[src/rtl/adc_sampler_pkg.sv]
// adc_sampler_pkg: shared state encoding, frame layout defaults and warmup scaling
package adc_sampler_pkg;
  typedef enum logic [1:0] {OFF, WARMUP, QUIET, SHIFT} state_t;
  localparam int FRAME_BITS_DEF = 16;
  localparam int LEAD_BITS = 4;
  function automatic int warmup_tc(input int us, input int mhz);
    return us * mhz;
  endfunction
endpackage

[src/rtl/adc_sclk_gen.sv]
// adc_sclk_gen: serial clock divider (low half first) with rise/fall strobes on the last cycle of each half
module adc_sclk_gen #(
  parameter int CLK_DIV = 2
) (
  input  logic clk,
  input  logic reset,
  input  logic run,
  output logic adc_clk,
  output logic rise,
  output logic fall
);
  localparam int CW = CLK_DIV > 1 ? $clog2(CLK_DIV) : 1;
  logic [CW-1:0] cnt;
  logic tick;
  assign tick = cnt == '0;
  assign rise = tick && !adc_clk;
  assign fall = tick && adc_clk;
  always_ff @(posedge clk)
    if (!reset || !run) begin
      cnt <= '0;
      adc_clk <= 1'b1;
    end else if (tick) begin
      cnt <= CW'(CLK_DIV - 1);
      adc_clk <= ~adc_clk;
    end else begin
      cnt <= cnt - 1'b1;
    end
endmodule

[src/rtl/adc_sampler.sv]
// adc_sampler: LT5534 power sequencing and continuous serial ADC capture; define ADC_SAMPLER_AVG4_EN for 4-frame averaged output
module adc_sampler
  import adc_sampler_pkg::*;
#(
  parameter int CLK_DIV      = 2,
  parameter int FRAME_BITS   = FRAME_BITS_DEF,
  parameter int DATA_BITS    = FRAME_BITS_DEF - LEAD_BITS,
  parameter int QUIET_CYCLES = 4,
  parameter int WARMUP_US    = 10,
  parameter int CLK_MHZ      = 50
) (
  input  logic                 clk,
  input  logic                 reset,
  input  logic                 en,
  output logic                 lt5534_en,
  output logic                 adc_cs,
  output logic                 adc_clk,
  input  logic                 adc_so,
  output logic [DATA_BITS-1:0] sample,
  output logic                 sample_valid,
  output logic                 frame_err
);
  localparam int WTC  = warmup_tc(WARMUP_US, CLK_MHZ);
  localparam int TMAX = WTC > QUIET_CYCLES ? WTC : QUIET_CYCLES;
  localparam int TW   = TMAX > 1 ? $clog2(TMAX) : 1;
  localparam int BW   = FRAME_BITS > 1 ? $clog2(FRAME_BITS) : 1;
  localparam int LEAD = FRAME_BITS - DATA_BITS;
  state_t state, nxt;
  logic [TW-1:0] tmr;
  logic [BW-1:0] bit_cnt;
  logic [FRAME_BITS-1:0] sr;
  logic [DATA_BITS-1:0] raw, val;
  logic w_end, q_end, go, run, rise, fall, done, vok;
  adc_sclk_gen #(.CLK_DIV(CLK_DIV)) u_sclk (
    .clk(clk), .reset(reset), .run(run), .adc_clk(adc_clk), .rise(rise), .fall(fall)
  );
  assign lt5534_en = state != OFF;
  assign adc_cs = state != SHIFT;
  assign raw = sr[DATA_BITS-1:0];
  always_comb begin
    w_end = tmr == TW'(WTC - 1);
    q_end = tmr == TW'(QUIET_CYCLES - 1);
    done = state == SHIFT && fall && bit_cnt == BW'(FRAME_BITS - 1);
    go = state == QUIET && q_end && en;
    run = go || (state == SHIFT && !done);
    nxt = state == OFF    ? (en ? WARMUP : OFF) :
          state == WARMUP ? (!en ? OFF : w_end ? QUIET : WARMUP) :
          state == QUIET  ? (q_end ? (en ? SHIFT : OFF) : QUIET) :
                            (done ? QUIET : SHIFT);
  end
  always_ff @(posedge clk)
    if (!reset) begin
      state <= OFF;
      tmr <= '0;
      bit_cnt <= '0;
      sr <= '0;
    end else begin
      state <= nxt;
      tmr <= (nxt != state || state == OFF || state == SHIFT) ? '0 : tmr + 1'b1;
      bit_cnt <= (state != SHIFT || done) ? '0 : fall ? bit_cnt + 1'b1 : bit_cnt;
      if (state == SHIFT && rise) sr <= {sr[FRAME_BITS-2:0], adc_so};
    end
`ifdef ADC_SAMPLER_AVG4_EN
  localparam int AW = DATA_BITS + 2;
  logic [DATA_BITS-1:0] hist [4];
  logic [AW-1:0] acc, acc_nx;
  logic [2:0] n;
  assign acc_nx = acc + AW'(raw) - AW'(hist[3]);
  assign vok = n >= 3'd3;
  assign val = acc_nx[AW-1:2];
  always_ff @(posedge clk)
    if (!reset || state == OFF) begin
      for (int i = 0; i < 4; i++) hist[i] <= '0;
      acc <= '0;
      n <= '0;
    end else if (done) begin
      hist[0] <= raw;
      for (int i = 1; i < 4; i++) hist[i] <= hist[i-1];
      acc <= acc_nx;
      n <= n + 3'(n != 3'd4);
    end
`else
  assign vok = 1'b1;
  assign val = raw;
`endif
  always_ff @(posedge clk)
    if (!reset) begin
      sample <= '0;
      sample_valid <= 1'b0;
      frame_err <= 1'b0;
    end else begin
      sample_valid <= done && vok;
      frame_err <= done && |sr[FRAME_BITS-1 -: LEAD];
      if (done && vok) sample <= val;
    end
endmodule
[config.mk]
export PLATFORM = sky130hd
export DESIGN_NAME = adc_sampler
export DESIGN_NICKNAME = d
export VERILOG_FILES = /design/src/rtl/adc_sampler_pkg.sv /design/src/rtl/adc_sclk_gen.sv /design/src/rtl/adc_sampler.sv
export SDC_FILE = /design/constraint.sdc
export NUM_CORES = 1
export LEC_CHECK = 0
export ABC_AREA = 1
export CAP_MARGIN = 0
export CORE_ASPECT_RATIO = 0.8
export CORE_UTILIZATION = 30
export CTS_CLUSTER_DIAMETER = 60
export DETAILED_ROUTE_END_ITERATION = 6
export PLACE_DENSITY = 0.59
export SYNTH_ARGS = -nofsm -noshare
export SYNTH_HDL_FRONTEND = slang
export SYNTH_SLANG_ARGS = --single-unit
[constraint.sdc]
create_clock -name clk -period 1.26 [get_ports clk]
set_clock_uncertainty 0.05 [all_clocks]
set_input_delay 0.252 -clock clk [delete_from_list [all_inputs] [get_ports clk]]
set_output_delay 0.252 -clock clk [all_outputs]
set_load 0.03 [all_outputs]
==> results.toml <==
[grt]
grt_max_degree = 20
track_usage = 0.1334
gr-total-overflow = 0
antenna_found_initial = 0
grt_pass1_wl_um = 6403
grt_pass1_vias = 1384

[layout]
layout.cells.non_filler = 345
syn2layout_area_growth_pct = 43.59
regArea_um2 = 957.2
fin_nets = 269
num-fill-cells = 577
multi_input_area_um2 = 912.1
drive_above_1_share = 0.3902
fin_area_mm2 = 0.002621
final_core_util = 0.4457
diodes = 0

[worst_setup_path]
reg2regPathDepth = 8
path_common_cell = "nand2_4"
path_depth = 8
r2r_end = "tmr[4]"
r2r_setup_slack_ns = -0.12
endpoint = "tmr[4]"
crit_required_ns = 1.41
critPathSlowestCell = "dfxtp_2"
cp-end-kind = "flip-flop"
cpLargestDelayFamily = "simple AND/OR/NAND/NOR gates"
critical_path_peak_fanout = 5
max_stage_delay_ns = 0.37
arrival_ns = 1.53
crit_buf_inv = 0
r2r-start = "tmr[1]"
crit_chain = "ha_4 -> nand2_4 -> nor2_4 -> nand4_1 -> nand3_1 -> nand2_2 -> nand2_4 -> nor2_1"
cp-start-kind = "flip-flop"
path_class = "flip-flop to flip-flop"
critPathLaunch = "tmr[1]"

[timing]
period_minus_slack_ns = 1.379
worst_slack_ns = -0.1193
rsz0062_at_grt = "yes"
period_share = 1.095
final_hold_viol_count = 0
worst_pin_slew_ns = 0.3505
fmax_mhz = 725.0
maxSlewHeadroom = 0.7641
timing.hold.ws_ns = 0.4285
slew_viol_final = 0
setup_viol = 40

[yosys]
synth-compound-area-share = 0.1289
synth_xor_area_frac = 0.04798
syn-mean-instance-area_um2 = 8.693
synth_flop_cell = "dfxtp_1"
synth_seq_cells = 47
syn_nets = 216
yosysUniqueCellTypes = 29
synth-simple-area-share = 0.2310
synth_mux_area_frac = 0
seq_area_frac_synth = 0.5154
yosys_warnings = 0
synthCells = 210
synth_area_mm2 = 0.001826
ys_async_sr_fraction = 0
synth_top_family_by_area = "simple AND/OR/NAND/NOR gates"
synth-edff-count = 0
synthAdderAreaFrac = 0.01371

[drt]
ant_nets = 0
route.vias.total = 1508
drc = 0
highest_layer = "met4"
wl_met1_um = 2085
wl_met2_um = 1610
dr.pass1.iters = 4
wl_met3_um = 139
vias_per_cell = 4.371
wl_per_cell_um = 11.34
drt_iter0_drc = 100
wl_um = 3914

[clock_tree]
clockBufferDepth = 2
ctsHoldBuffers = 0
root_buffer = "clkbuf_8"
clk_latency_ns = 0.30
cts_htree_levels = 2
path_clk_slew_ns = 0.08
clock_sinks = 47
cts_made_buffers = 5
tritoncts = "done"

[placed_design]
place_inst = 331
dp.final_hpwl_um = 2592
io_buffers = 20
placed_area_mm2 = 0.002311
place_congestion = 0.8265

[flow_run]
max_cap_viol_count = 0

[floorplanning]
initial_core_util = 0.3104
die_w_um = 89.22
die_y_um = 71.77
io_pins = 21
core_mm2 = 0.005881
rows = 25
dieArea_mm2 = 0.006403

[hold_path]
hp-class = "flip-flop to flip-flop"

[outcome]
violations = "setup timing"
outcome = "complete, but fails checks"

[pwr]
design_power_total_mw = 2.741
power_density_mw_per_mm2 = 1046
ir_worst_vdd_mv = 0.3619
power.leakage_nw = 1.096
## final cells by class
cell class                      instances  share of cell area
Clock inverter                          2            0.006205
Multi-Input combinational cell        139              0.3480
Timing Repair Buffer                   50              0.1699
Clock buffer                            6             0.03580
Tap cell                               81             0.03866
Timing Repair inverter                  1            0.002387
Sequential cell                        47              0.3652
Inverter                               19             0.03389
## where the power goes
| group | switching (mW) | internal (mW) |
|---|---|---|
| sequential | 0.0170 | 1.49 |
| clock | 0.524 | 0.518 |
| combinational | 0.104 | 0.0839 |
## layout by cell type, fill, tap and decap left out, types with 6 or more instances in the layout
cell type  count
inv_1         13
xor2_1         6
nor2_1        43
dfxtp_1       40
nand2_1       12
nand3_1        8
o21ai_0       15
buf_4         35
a22o_1        11
nor2_4         6
nand2_4        6
nor2_2         6
buf_6         10
## worst min-delay path by stage
stage | startpoint | to | slack (ns) | depth (start not counted)
2_1_floorplan | tmr[0] | tmr[0] | 0.37 | 1
3_3_place_gp | sample[6] | sample[6] | 0.40 | 1
3_5_place_dp | sample[3] | sample[3] | 0.41 | 1
6_report | sample[0] | sample[0] | 0.43 | 2
4_1_cts | sample[0] | sample[0] | 0.42 | 2
5_1_grt | sample[0] | sample[0] | 0.45 | 2
## cell usage after synthesis, drive strengths merged (2+ instances only)
cell,count,area share
nand4,3,0.010
clkbuf,2,0.0048
xor2,8,0.038
a22o,11,0.053
nor2,55,0.12
dfxtp,47,0.52
nand3,10,0.030
ha,2,0.014
a21oi,4,0.017
o21ai,20,0.055
nand2,19,0.051
buf,4,0.019
xnor2,2,0.0096
inv,19,0.039
## stage by stage
step	worst slack (ns)	TNS, ns
after floorplan	0.001384	0
after global placement	-0.2611	-6.476
after detailed placement	-0.2828	-6.743
after CTS	-0.09892	-1.767
after global routing	-0.1780	-5.952
final	-0.1193	-2.764
## logic make-up (layout without fill, tap and decap cells)
family / count (synthesis) / count (layout)
adder cells (fa/ha/maj): 2 / 2
flip-flops: 47 / 47
buffers and inverters: 25 / 78
XOR/XNOR: 10 / 10
AND/OR/NAND/NOR: 90 / 91
AO/OA/AOI/OAI: 36 / 36
## per-layer routing
layer  vias to the layer above  global-route usage
met2                        26              0.1798
li1                        787                   -
met1                       687              0.1961
met3                         8             0.03341
met5                         -                   0
met4                         0             0.06349
## registers in the layout, summed over array words and instances (netlist names)
name and cells:
state 2, tmr 9, sample 12, bit_cnt 4
frame_err 1, u_sclk.adc_clk 1, u_sclk.cnt 1, sample_valid 1
sr 16
## worst reg2reg max path, delay by kind of cell (launching register included)
| family | cells | cell delay [ns] |
|---|---|---|
| flops | 1 | 0.37 |
| simple gates | 7 | 0.71 |
| fa+ha+maj | 1 | 0.15 |
## repair_timing
item / 4_1_cts / 5_1_grt
gates cloned: 1 / 1
gates resized for setup: 18 / 33
endpoints found under the setup margin: 30 / 47
buffers inserted: 1 / 3
pin swaps: 4 / 8
Power figures use the tool's default switching activity.
